**config.mk**
```make
export PLATFORM = sky130hd
export DESIGN_NAME = instruction_fetch_unit
export DESIGN_NICKNAME = d
export VERILOG_FILES = /design/src/rtl/instruction_fetch_unit.sv
export SDC_FILE = /design/constraint.sdc
export NUM_CORES = 1
export LEC_CHECK = 0
export BUFFER_PORTS_ARGS = -buffer_cell sky130_fd_sc_hd__clkbuf_2
export CORE_MARGIN = 2
export CORE_UTILIZATION = 25
export CTS_BUF_LIST = sky130_fd_sc_hd__clkbuf_2 sky130_fd_sc_hd__clkbuf_4 sky130_fd_sc_hd__clkbuf_8
export DETAILED_ROUTE_END_ITERATION = 8
export GPL_ROUTABILITY_DRIVEN = 0
export SYNTH_ARGS = -nofsm -noshare
export SYNTH_HDL_FRONTEND = slang
export SYNTH_SLANG_ARGS = --single-unit
```
**constraint.sdc**
```tcl
create_clock -name Clk -period 2.9 [get_ports Clk]
set_input_delay 0.145 -clock Clk [delete_from_list [all_inputs] [get_ports Clk]]
set_output_delay 0.145 -clock Clk [all_outputs]
set_load 0.02 [all_outputs]
```
**src/rtl/instruction_fetch_unit.sv**
```systemverilog
// MIPS fetch stage: PC register, instruction-memory address drive and IF/ID register.
// Handles stall, redirect, flush and sticky fetch-fault detection.
module instruction_fetch_unit #(
    parameter logic [31:0] RESET_PC    = 32'h0000_0000,
    parameter int unsigned INSTR_WORDS = 128
) (
    input  logic        Clk,
    input  logic        Rst,
    output logic [31:0] IM_Address,
    input  logic [31:0] IM_Instruction,
    input  logic        Stall,
    input  logic        Flush,
    input  logic        Redirect,
    input  logic [31:0] RedirectTarget,
    output logic [31:0] ID_Instruction,
    output logic [31:0] ID_PCPlus4,
    output logic        ID_Valid,
    output logic        Fault,
    output logic [31:0] FaultPC,
    output logic [31:0] FetchCount
);

    // state    | meaning
    // ST_RUN   | fetching; PC follows redirect/stall/sequential rules
    // ST_FAULT | bad PC seen; PC, FaultPC, FetchCount frozen, IF/ID bubble until Rst
    typedef enum logic {ST_RUN, ST_FAULT} state_t;

    localparam logic [32:0] PC_LIMIT = 33'(INSTR_WORDS) * 33'd4;

    state_t      r_state;
    logic [31:0] r_pc;
    logic [31:0] r_id_instr;
    logic [31:0] r_id_pcp4;
    logic        r_id_valid;
    logic [31:0] r_fault_pc;
    logic [31:0] r_fetch_count;

    state_t      w_nxt_state;
    logic [31:0] w_nxt_pc;
    logic [31:0] w_nxt_id_instr;
    logic [31:0] w_nxt_id_pcp4;
    logic        w_nxt_id_valid;
    logic [31:0] w_nxt_fault_pc;
    logic [31:0] w_nxt_fetch_count;
    logic [31:0] w_pc_plus4;
    logic        w_pc_bad;

    assign w_pc_plus4 = r_pc + 32'd4;
    // Widened compare so the limit never wraps for large memories
    assign w_pc_bad   = (r_pc[1:0] != 2'b00) || ({1'b0, r_pc} >= PC_LIMIT);

    always_comb begin
        w_nxt_state       = r_state;
        w_nxt_pc          = r_pc;
        w_nxt_id_instr    = r_id_instr;
        w_nxt_id_pcp4     = r_id_pcp4;
        w_nxt_id_valid    = r_id_valid;
        w_nxt_fault_pc    = r_fault_pc;
        w_nxt_fetch_count = r_fetch_count;
        case (r_state)
            ST_RUN: begin
                if (w_pc_bad) begin
                    w_nxt_state    = ST_FAULT;
                    w_nxt_fault_pc = r_pc;
                    w_nxt_id_instr = 32'd0;
                    w_nxt_id_pcp4  = 32'd0;
                    w_nxt_id_valid = 1'b0;
                end else if (Redirect) begin
                    w_nxt_pc       = RedirectTarget;
                    w_nxt_id_instr = 32'd0;
                    w_nxt_id_pcp4  = 32'd0;
                    w_nxt_id_valid = 1'b0;
                end else begin
                    if (!Stall) begin
                        w_nxt_pc = w_pc_plus4;
                    end
                    if (Flush) begin
                        w_nxt_id_instr = 32'd0;
                        w_nxt_id_pcp4  = 32'd0;
                        w_nxt_id_valid = 1'b0;
                    end else if (!Stall) begin
                        w_nxt_id_instr    = IM_Instruction;
                        w_nxt_id_pcp4     = w_pc_plus4;
                        w_nxt_id_valid    = 1'b1;
                        w_nxt_fetch_count = r_fetch_count + 32'd1;
                    end
                end
            end
            ST_FAULT: begin
                w_nxt_id_instr = 32'd0;
                w_nxt_id_pcp4  = 32'd0;
                w_nxt_id_valid = 1'b0;
            end
            default: begin
                w_nxt_state = ST_RUN;
            end
        endcase
    end

    always_ff @(posedge Clk) begin
        if (Rst) begin
            r_state       <= ST_RUN;
            r_pc          <= RESET_PC;
            r_id_instr    <= 32'd0;
            r_id_pcp4     <= 32'd0;
            r_id_valid    <= 1'b0;
            r_fault_pc    <= 32'd0;
            r_fetch_count <= 32'd0;
        end else begin
            r_state       <= w_nxt_state;
            r_pc          <= w_nxt_pc;
            r_id_instr    <= w_nxt_id_instr;
            r_id_pcp4     <= w_nxt_id_pcp4;
            r_id_valid    <= w_nxt_id_valid;
            r_fault_pc    <= w_nxt_fault_pc;
            r_fetch_count <= w_nxt_fetch_count;
        end
    end

    assign IM_Address     = r_pc;
    assign ID_Instruction = r_id_instr;
    assign ID_PCPlus4     = r_id_pcp4;
    assign ID_Valid       = r_id_valid;
    assign Fault          = (r_state == ST_FAULT);
    assign FaultPC        = r_fault_pc;
    assign FetchCount     = r_fetch_count;

endmodule

```
==> summary.md, run 1 <==
| Metric | Value |
|---|---|
| DRT iter0 DRCs | `377` |
| # diodes | `0` |
| CP max-delay cell | `or4_1` |
| Worst-Skew Late Latency | `0.45 ns` |
| Req. time, crit path | `3.28 ns` |
| Reg2reg end | `FetchCount[17]` |
| Clock buffer count from CTS | `17` |
| Crit path DAT | `3.01 ns` |
| Chip width | `160 um` |
| Final period util | `91.0%` |
| Unrepaired setup endpoints after global routing | `false` |
| Post-CTS Setup Inserts | `0` |
| CTS Sinks | `162` |
| Critical path class | `flip-flop to flip-flop` |
| Post-DP HPWL | `13.2 mm` |
| Synthesized area | `6050 sq um` |
| Port Buffer Count | `230` |
| Initial Util | `25.6%` |
| Slew at the pin closest to its max-slew limit | `0.801 ns` |
| Total Wirelength | `19.8 mm` |
| CTS Root Cell | `clkbuf_8` |
| Worst setup EP type | `flip-flop` |
| Via density | `4.65` |
| Top-count cell post-synth | `dfxtp_1` |
| CP Cell Sequence | `nor4_1 -> nand4_1 -> or4_1 -> or4_1 -> a21oi_1` |
| Power Dens Cells | `775 nW/um^2` |
| Gr ovfl total | `0` |
| Share of cells above drive strength 1 | `30.0%` |
| First-pass GRT wire length | `31.3 mm` |
| Core ar. | `23,600 sq um` |
| Clk pin slew, worst setup/hold paths | `0.09 ns` |
| Area share of the largest cell type after synthesis | `53.6%` |
| Pint | `4.03 mW` |
| Cells on worst reg2reg path | `5` |
| TritonRoute pass-1 iters | `4` |
| Leak pwr | `3.60 nW` |
| Leading area contributor after synthesis | `dfxtp_1` |
| Register area share after synthesis | `53.6%` |
| Cells after Synth | `668` |
| Final Skew | `0.0161 ns` |
| Die footprint | `25,500 sq um` |
| Largest net degree at the start of global routing | `72` |
| Nets@finish | `1,007` |
| Fin. max-slew vios | `0` |
| Status | `finished, final reports clean` |
| R2r startpoint | `IM_Address[12]` |
| Height of the die | `160 um` |
| Worst vdd ir | `451 uV` |
| Number of max-cap violations | `0` |
| CP most frequent cell | `or4_1` |
| Worst Setup EP | `FetchCount[17]` |
| Clock Tree Buf Depth | `2` |
| Sw Pwr | `2.59 mW` |
| Fin. Hold Viols | `0` |
| Top FF cell, synth | `dfxtp_1` |
| Worst hold path type | `input pin to flip-flop` |
| Mapped Nets | `740` |
| Hold slack | `0.0436 ns` |
| Comb power frac | `33.3%` |
| Post-synth EDFFs | `0` |
| Fmax | `379 MHz` |
| Layout area overhead | `41.3%` |
| Total track usage | `15.3%` |
| Synth top cells by count | `162 x dfxtp_1, 80 x nand2_1, 72 x nor2_1` |
| Avg Cell Area, Syn | `9.05 sq um` |
| Antenna-violating nets left | `0` |
| Initial antenna violation count | `0` |
| FF+latch count, synth | `162` |
| Ys Warns | `0` |
| R2r setup slk | `0.26 ns` |
| CTS tree | `built` |
| Worst setup SP type | `flip-flop` |
| PnR worst setup slack | `0.261 ns` |
| Async SR Flop Fraction | `0%` |
| Min Clock Period, post-route | `2.64 ns` |
| Vias in the first global route | `5,634` |
| Setup TNS | `0 ns` |
| Routed wire per std cell | `15.7 um` |
| Top cells by area, synth | `dfxtp_1 54%, a22oi_1 5.0%, nand2_1 5.0%, a21oi_1 4.6%, nor2_1 4.5%` |
| Pre-CTS WS | `0.218 ns` |
| H-tree depth | `4` |
| Slew headroom | `46.6%` |
| Synth cell types | `36` |
| Final setup fails | `0` |
| Via count | `5,895` |
| Worst Path Max Fanout | `9` |
| Crit path largest cell delay | `0.73 ns` |
| Switching Fraction | `39.1%` |
| Clk network pwr share | `27.0%` |
| IO Count | `231` |
| DRC Markers | `0` |
| Worst setup path startpoint | `IM_Address[12]` |
| Num rows | `56` |
| Sequential Power Share | `39.7%` |
-- state kept, by name, summed over array words and instances, names as in the netlist --
name,cells
ID_PCPlus4,32
ID_Instruction,32
IM_Address,32
FetchCount,32
Fault,1
FaultPC,32
ID_Valid,1
-- per-layer routing --
layer  track usage (%)  routed length (um)  vias up
met4              3.60                 184        0
met1              19.8                9160     2768
met3              4.61                1250       16
met2              25.0                9250      189
met5                 0                   0        -
li1                  -                   -     2922
-- how the worst min path moves through the flow --
stage                             startpoint             end  cells after the start
after CTS                  RedirectTarget[5]   IM_Address[5]                      5
after global routing       RedirectTarget[3]   IM_Address[3]                      3
after detailed placement  RedirectTarget[21]  IM_Address[21]                      2
after global placement    RedirectTarget[22]  IM_Address[22]                      2
after floorplan            RedirectTarget[0]   IM_Address[0]                      1
final                      RedirectTarget[3]   IM_Address[3]                      3
-- timing repair --
action / in CTS / in global routing
hold buffers: 56 / 0
gates resized for setup: 0 / 0
hold endpoints to repair: 56 / 0
-- metrics by stage --
step	area [sq um]	total power [mW]	utilization [%]	std cells
5_1_grt	8550	7.04	36.2	1267
4_1_cts	8550	6.72	36.2	1267
6_report	8550	6.62	36.2	1267
3_3_place_gp	7560	4.84	32.0	1179
2_1_floorplan	6050	3.96	-	668
3_5_place_dp	7560	4.85	32.0	1179
-- power by group through the flow --
stage | Sequential, mW | Combinational (mW) | Clock [mW]
detailed placement | 2.68 | 2.17 | 0
global route | 2.67 | 2.42 | 1.95
global placement | 2.67 | 2.17 | 0
floorplan | 2.83 | 1.13 | 0
CTS | 2.63 | 2.24 | 1.85
finish | 2.63 | 2.20 | 1.79
-- final cells by class --
class	instances	area, sq um
clock buffers	20	269
clock inverters	12	156
fillers	2454	15100
inverters	5	18.8
multi-input cells	449	2620
flip-flops and latches	162	3240
well taps	319	399
repair buffers	300	1840
-- kinds of logic after synthesis --
logic type	after synthesis	share of synthesized area, %
XOR/XNOR	18	2.61
buffers and inverters	57	3.70
AND/OR/NAND/NOR	269	21.7
AO/OA/AOI/OAI	151	16.4
multiplexers	8	1.34
adder cells (fa/ha/maj)	3	0.621
flip-flops	162	53.6
-- cell usage in the layout, fill, tap and decap left out, drive strengths merged, types with 2 or more instances in the layout --
cell type      n
a21oi         56
a22o          23
a22oi         40
and2           2
and3          31
and4           2
buf           15
bufinv         3
clkbuf       249
clkinv         5
clkinvlp       4
dfxtp        162
dlygate4sd3   56
ha             3
inv            5
mux2i          7
nand2         80
nand2b         2
nand3         18
nand4         14
nor2          72
nor3           4
nor4          17
o21ai         15
o31ai         10
or3           13
or4           12
xnor2         12
xor2           6
-- critical path, delay by kind of cell, from the launching register on --
kind	cells	cell delay (ns)
and+or+nand+nor	4	2.07
DFF	1	0.36
AOI/OAI and AO/OA	1	0.15
Note: power is estimated with default switching activity, not from simulation.
==> run 2, diff against run 1 <==
Settings changed: CTS_BUF_LIST sky130_fd_sc_hd__clkbuf_2 sky130_fd_sc_hd__clkbuf_4 sky130_fd_sc_hd__clkbuf_8 to sky130_fd_sc_hd__clkbuf_4.
==> run 2 against run 1 <==
  * Fmax shrank 2.2%
  * Largest power group unchanged
  * Global-route usage is essentially flat
  * Core utilization is 0.069 points lower
  * Power is 4.8% lower
  * Critical endpoint unchanged
  * Sequential power barely moved
  * Clock-buffer cell count decreased by 2
  * Non-clock buffer count grew 11
  * Flip-flop and latch count is the same
  * Final cell count up 0.87%
  * Die area is the same
  * Final area down 0.19%
==> summary.md, run 2 (same netlist as run 1, synthesis figures left out) <==
| Metric | Value |
|---|---|
| Initial Util | `25.6%` |
| IO Count | `231` |
| Clock Tree Buf Depth | `2` |
| TritonRoute pass-1 iters | `5` |
| Total track usage | `15.3%` |
| Routed wire per std cell | `15.5 um` |
| Nets@finish | `1,018` |
| Fin. Hold Viols | `0` |
| Chip width | `160 um` |
| CTS Sinks | `162` |
| Worst setup SP type | `flip-flop` |
| Die footprint | `25,500 sq um` |
| Height of the die | `160 um` |
| Post-route insts no fill | `1,278` |
| # diodes | `0` |
| Multi-input gate area | `2620 sq um` |
| Via count | `5,944` |
| Unrepaired setup endpoints after global routing | `false` |
| Worst-Skew Late Latency | `0.55 ns` |
| Port Buffer Count | `230` |
| Share of cells above drive strength 1 | `29.4%` |
| Via density | `4.65` |
| Final period util | `93.0%` |
| Post-CTS sizing | `0` |
| CTS Root Cell | `clkbuf_4` |
| Antenna-violating nets left | `0` |
| Gr ovfl total | `0` |
| DRT iter0 DRCs | `345` |
| Num rows | `56` |
| # fillers | `2,449` |
| Crit path DAT | `3.18 ns` |
| Worst vdd ir | `453 uV` |
| Clk pin slew, worst setup/hold paths | `0.14 ns` |
| Number of max-cap violations | `0` |
| First-pass GRT wire length | `31.3 mm` |
| Slew headroom | `46.3%` |
| Fin. max-slew vios | `0` |
| DRC Markers | `0` |
| CTS tree | `built` |
| Fmax | `371 MHz` |
| Min Clock Period, post-route | `2.70 ns` |
| Core ar. | `23,600 sq um` |
| Total Wirelength | `19.8 mm` |
| Clock buffer count from CTS | `17` |
| Worst hold path type | `input pin to flip-flop` |
| Largest net degree at the start of global routing | `72` |
| Worst setup EP type | `flip-flop` |
| Cells on worst reg2reg path | `5` |
| Commonest non-fill, non-tap cell in the layout | `clkbuf_2` |
| Vias in the first global route | `5,669` |
| Power Dens Cells | `739 nW/um^2` |
| Placed cells | `1,179` |
| Pwr Total | `6.30 mW` |
| Sequential Area | `3240 sq um` |
| Worst Path Max Fanout | `9` |
| Layout area overhead | `41.0%` |
| Setup TNS | `0 ns` |
| Critical path class | `flip-flop to flip-flop` |
| Leading cell types in the layout, fill and taps excluded | `229 x clkbuf_2, 162 x dfxtp_1, 80 x nand2_1` |
| Status | `finished, final reports clean` |
| Req. time, crit path | `3.38 ns` |
| H-tree depth | `4` |
| Post-DP HPWL | `13.2 mm` |
| Leak pwr | `3.60 nW` |
| Initial antenna violation count | `0` |
| Slew at the pin closest to its max-slew limit | `0.806 ns` |
| Final Skew | `0.0284 ns` |
| Final setup fails | `0` |
| Worst Hold Depth | `2` |
run 2: cell count changes in the layout (fill, tap and decap cells not counted), sizes merged:
| cell | delta |
|---|---|
| clkbuf | -2 |
| clkinv | +2 |
| dlygate4sd3 | +11 |
run 2: through the flow:
step                cell area (sq um)  hold WS [ns]  utilization, %  setup slack, ns
floorplan                        6050         0.271               -            0.637
global placement                 7560         0.357            32.0            0.244
detailed placement               7560         0.361            32.0            0.218
CTS                              8530        0.0124            36.1            0.187
global route                     8530        0.0201            36.1           0.0651
finish                           8530        0.0550            36.1            0.203
run 2: report_power, final:
group	internal [mW]	switching (mW)
logic	0.718	1.50
registers	2.41	0.218
clock network	0.603	0.846
run 2: worst paths after layout:
kind,startpoint,slack (ns),endpoint
max,IM_Address[12],0.20,FetchCount[17]
min,Rst,0.06,Fault
max reg2reg,IM_Address[12],0.20,FetchCount[17]
min reg2reg,FaultPC[29],0.46,FaultPC[29]
run 2: cell type report:
cell class | count | area share [%]
Sequential cell | 162 | 38.0
Multi-Input combinational cell | 449 | 30.7
Timing Repair Buffer | 311 | 22.9
Tap cell | 319 | 4.68
Clock inverter | 14 | 1.92
Clock buffer | 18 | 1.58
Inverter | 5 | 0.220
run 2: repair_timing:
item / in CTS / in global routing
endpoints found under the hold margin: 66 / 0
hold buffers: 67 / 0
setup buffers: 0 / 0
run 2: worst max-delay path, stage by stage (launching register included):
cell and delay [ns]:
dfxtp_1 0.37, nor4_1 0.60, nand4_1 0.23, or4_1 0.74, or4_1 0.56, a21oi_1 0.15
run 2: layer usage:
layer	share of wire (%)	GRT usage (%)
met5	0	0
met4	1.2	4.01
met3	6.0	4.06
met2	46	25.1
met1	46	20.0
==> run 3, diff against run 2 <==
Settings changed: ABC_AREA from default to 1, CORE_MARGIN 2 to 3, RECOVER_POWER from default to 25.
==> run 3 against run 2 <==
  * Flip-flop and latch count unchanged
  * Global-route usage down 0.26 points
  * Clock power down 4%
  * Sequential power grew 7%
  * Worst setup slack improved by 0.043 ns
  * Hold slack improved by 0.0095 ns
  * Sequential share of layout area is 4.1 points lower
  * Fmax grew 1.6%
  * Register-to-register slack better by 0.04 ns
  * Routed wire length increased by 21%
  * Final cell count increased by 30%
==> summary.md, run 3 <==
| Metric | Value |
|---|---|
| DRC Markers | `0` |
| Final setup fails | `0` |
| Worst setup EP type | `flip-flop` |
| Synth cell types | `26` |
| Layout area overhead | `32.0%` |
| Adder-cell share of the synthesized area | `0.518%` |
| Critical path class | `flip-flop to flip-flop` |
| Mux cell area share after synthesis | `0.138%` |
| Via count | `7,610` |
| Number of max-cap violations | `0` |
| Worst-Skew Late Latency | `0.57 ns` |
| Post-synthesis xor/xnor area fraction | `2.30%` |
| First-pass GRT wire length | `37.7 mm` |
| Leak pwr | `3.84 nW` |
| Gr ovfl total | `0` |
| Num rows | `61` |
| Mapped Nets | `1,076` |
| Cells after Synth | `1,004` |
| Clk pin slew, worst setup/hold paths | `0.18 ns` |
| Slew headroom | `45.2%` |
| # fillers | `3,045` |
| Antenna-violating nets left | `0` |
| Largest family of logic cells by synthesized area | `simple AND/OR/NAND/NOR gates` |
| Final Skew | `0.0397 ns` |
| # hold bufs at CTS | `73` |
| Synthesized area | `7250 sq um` |
| Fmax | `377 MHz` |
| CTS tree | `built` |
| Post-synthesis compound-gate area fraction | `11.6%` |
| Setup TNS | `0 ns` |
| Unrepaired setup endpoints after global routing | `false` |
| Post-synth EDFFs | `0` |
| Synth Area in Simple Gates | `33.7%` |
| Commonest non-fill, non-tap cell in the layout | `nand2_1` |
| CTS Root Cell | `clkbuf_4` |
| Avg Cell Area, Syn | `7.22 sq um` |
| IO Count | `231` |
| Status | `finished, final reports clean` |
| Worst hold path type | `input pin to flip-flop` |
| DRT iter0 DRCs | `484` |
| Async SR Flop Fraction | `0%` |
| Post-CTS Setup Inserts | `0` |
| Final period util | `91.5%` |
| Crit path DAT | `3.10 ns` |
| Vias in the first global route | `7,157` |
| Core ar. | `28,200 sq um` |
| Fin. max-slew vios | `0` |
| Via density | `4.57` |
| Chip width | `176 um` |
| Fin. Hold Viols | `0` |
| Top cells by area, synth | `dfxtp_1 45%, nand2_1 13%, nand3_1 9.4%, a21oi_1 9.3%, nor2_1 5.5%` |
| Top FF cell, synth | `dfxtp_1` |
| Synth top cells by count | `242 x nand2_1, 162 x dfxtp_1, 136 x nand3_1` |
| Req. time, crit path | `3.34 ns` |
| Initial Util | `25.7%` |
| Largest net degree at the start of global routing | `72` |
| Area share of the largest cell type after synthesis | `44.8%` |
| Port Buffer Count | `230` |
| Leading area contributor after synthesis | `dfxtp_1` |
| Power Dens Cells | `714 nW/um^2` |
| Worst vdd ir | `463 uV` |
| FF+latch count, synth | `162` |
| Hold slack | `0.0645 ns` |
| Leading cell types in the layout, fill and taps excluded | `242 x nand2_1, 162 x dfxtp_1, 148 x clkbuf_2` |
| Clock Tree Buf Depth | `2` |
| TritonRoute pass-1 iters | `5` |
| Top-count cell post-synth | `nand2_1` |
| Worst setup SP type | `flip-flop` |
| Clock buffer count from CTS | `17` |
| Worst Path Max Fanout | `28` |
| Nets@finish | `1,346` |
| Total Wirelength | `24.1 mm` |
| Slew at the pin closest to its max-slew limit | `0.820 ns` |
| Initial antenna violation count | `1` |
| Routed wire per std cell | `14.5 um` |
| H-tree depth | `4` |
| Die footprint | `31,100 sq um` |
| Post-DP HPWL | `16.7 mm` |
| Share of cells above drive strength 1 | `17.2%` |
| Height of the die | `176 um` |
| Post-CTS sizing | `0` |
| CTS Sinks | `162` |
| Ys Warns | `0` |
| Register area share after synthesis | `44.8%` |
| Min Clock Period, post-route | `2.65 ns` |
| Total track usage | `15.0%` |
==> run 3: changes by cell type after synthesis, sizes merged, moves of 15 or more <==
cell	change
a21oi	+79
a22o	-23
a22oi	-40
and3	-31
buf	+18
inv	+48
nand2	+163
nand3	+119
nand3b	+15
nor2	+39
nor3b	+22
nor4	-17
o21ai	+18
==> run 3: layout make-up <==
type / count / area [sq um] / share of cell area, %
Sequential cell: 162 / 3240 / 33.9
Clock inverter: 14 / 144 / 1.50
Multi-Input combinational cell: 725 / 3510 / 36.6
Tap cell: 378 / 473 / 4.94
Inverter: 53 / 199 / 2.08
Timing Repair Buffer: 315 / 1870 / 19.6
Antenna cell: 1 / 2.50 / 0.0262
Clock buffer: 17 / 128 / 1.33
==> run 3: metal layers <==
metal  track usage [%]  wire length [um]
met5                 0                 0
met4              4.92               527
met3              5.51              2320
met2              24.3             10900
met1              18.6             10300
==> run 3: worst max-delay path: stages (launching register included) <==
cell and delay (ns):
dfxtp_1 0.39, inv_2 0.10, nand2_1 0.06, nor2_1 0.19, nand2_1 0.09, nor2_2 0.11
nand3_2 0.12, inv_1 0.36, nand2_1 0.13, buf_4 0.26, nand2_1 0.10, a21oi_1 0.06
dlygate4sd3_1 0.56
==> run 3: power breakdown <==
part           switching (mW)  internal (mW)  leakage (nW)  total [mW]
registers               0.235           2.58          1.31        2.82
logic                    1.84          0.787          2.38        2.62
clock network           0.934          0.452         0.142        1.39
==> run 3: final timing paths <==
check / startpoint / to / slack, ns / cells after the start
worst max-delay path: IM_Address[14] / IM_Address[6] / 0.25 / 12
worst min-delay path: Redirect / IM_Address[3] / 0.06 / 5
worst min register to register: ID_PCPlus4[0] / ID_PCPlus4[0] / 0.46 / 2
worst max register to register: IM_Address[14] / IM_Address[6] / 0.25 / 12
==> run 3: cells by family (layout without fill, tap and decap cells) <==
family          after synthesis  in the layout
xor+xnor                     19             19
fa+ha+maj                     3              3
other cells                   0              1
flops                       162            162
mux                           1              1
simple gates                534            534
buf+inv                     117            399
compound gates              168            168
==> run 3: metrics by stage <==
step	std cells	setup slack [ns]	power, mW	utilization, %	cell area, sq um
final	1665	0.245	6.83	34.0	9570
after global routing	1665	0.0319	7.36	34.0	9570
after CTS	1664	0.288	6.97	34.3	9670
after detailed placement	1560	0.788	5.44	30.8	8660
after global placement	1560	0.833	5.44	30.8	8660
after floorplan	1004	1.21	4.63	-	7250
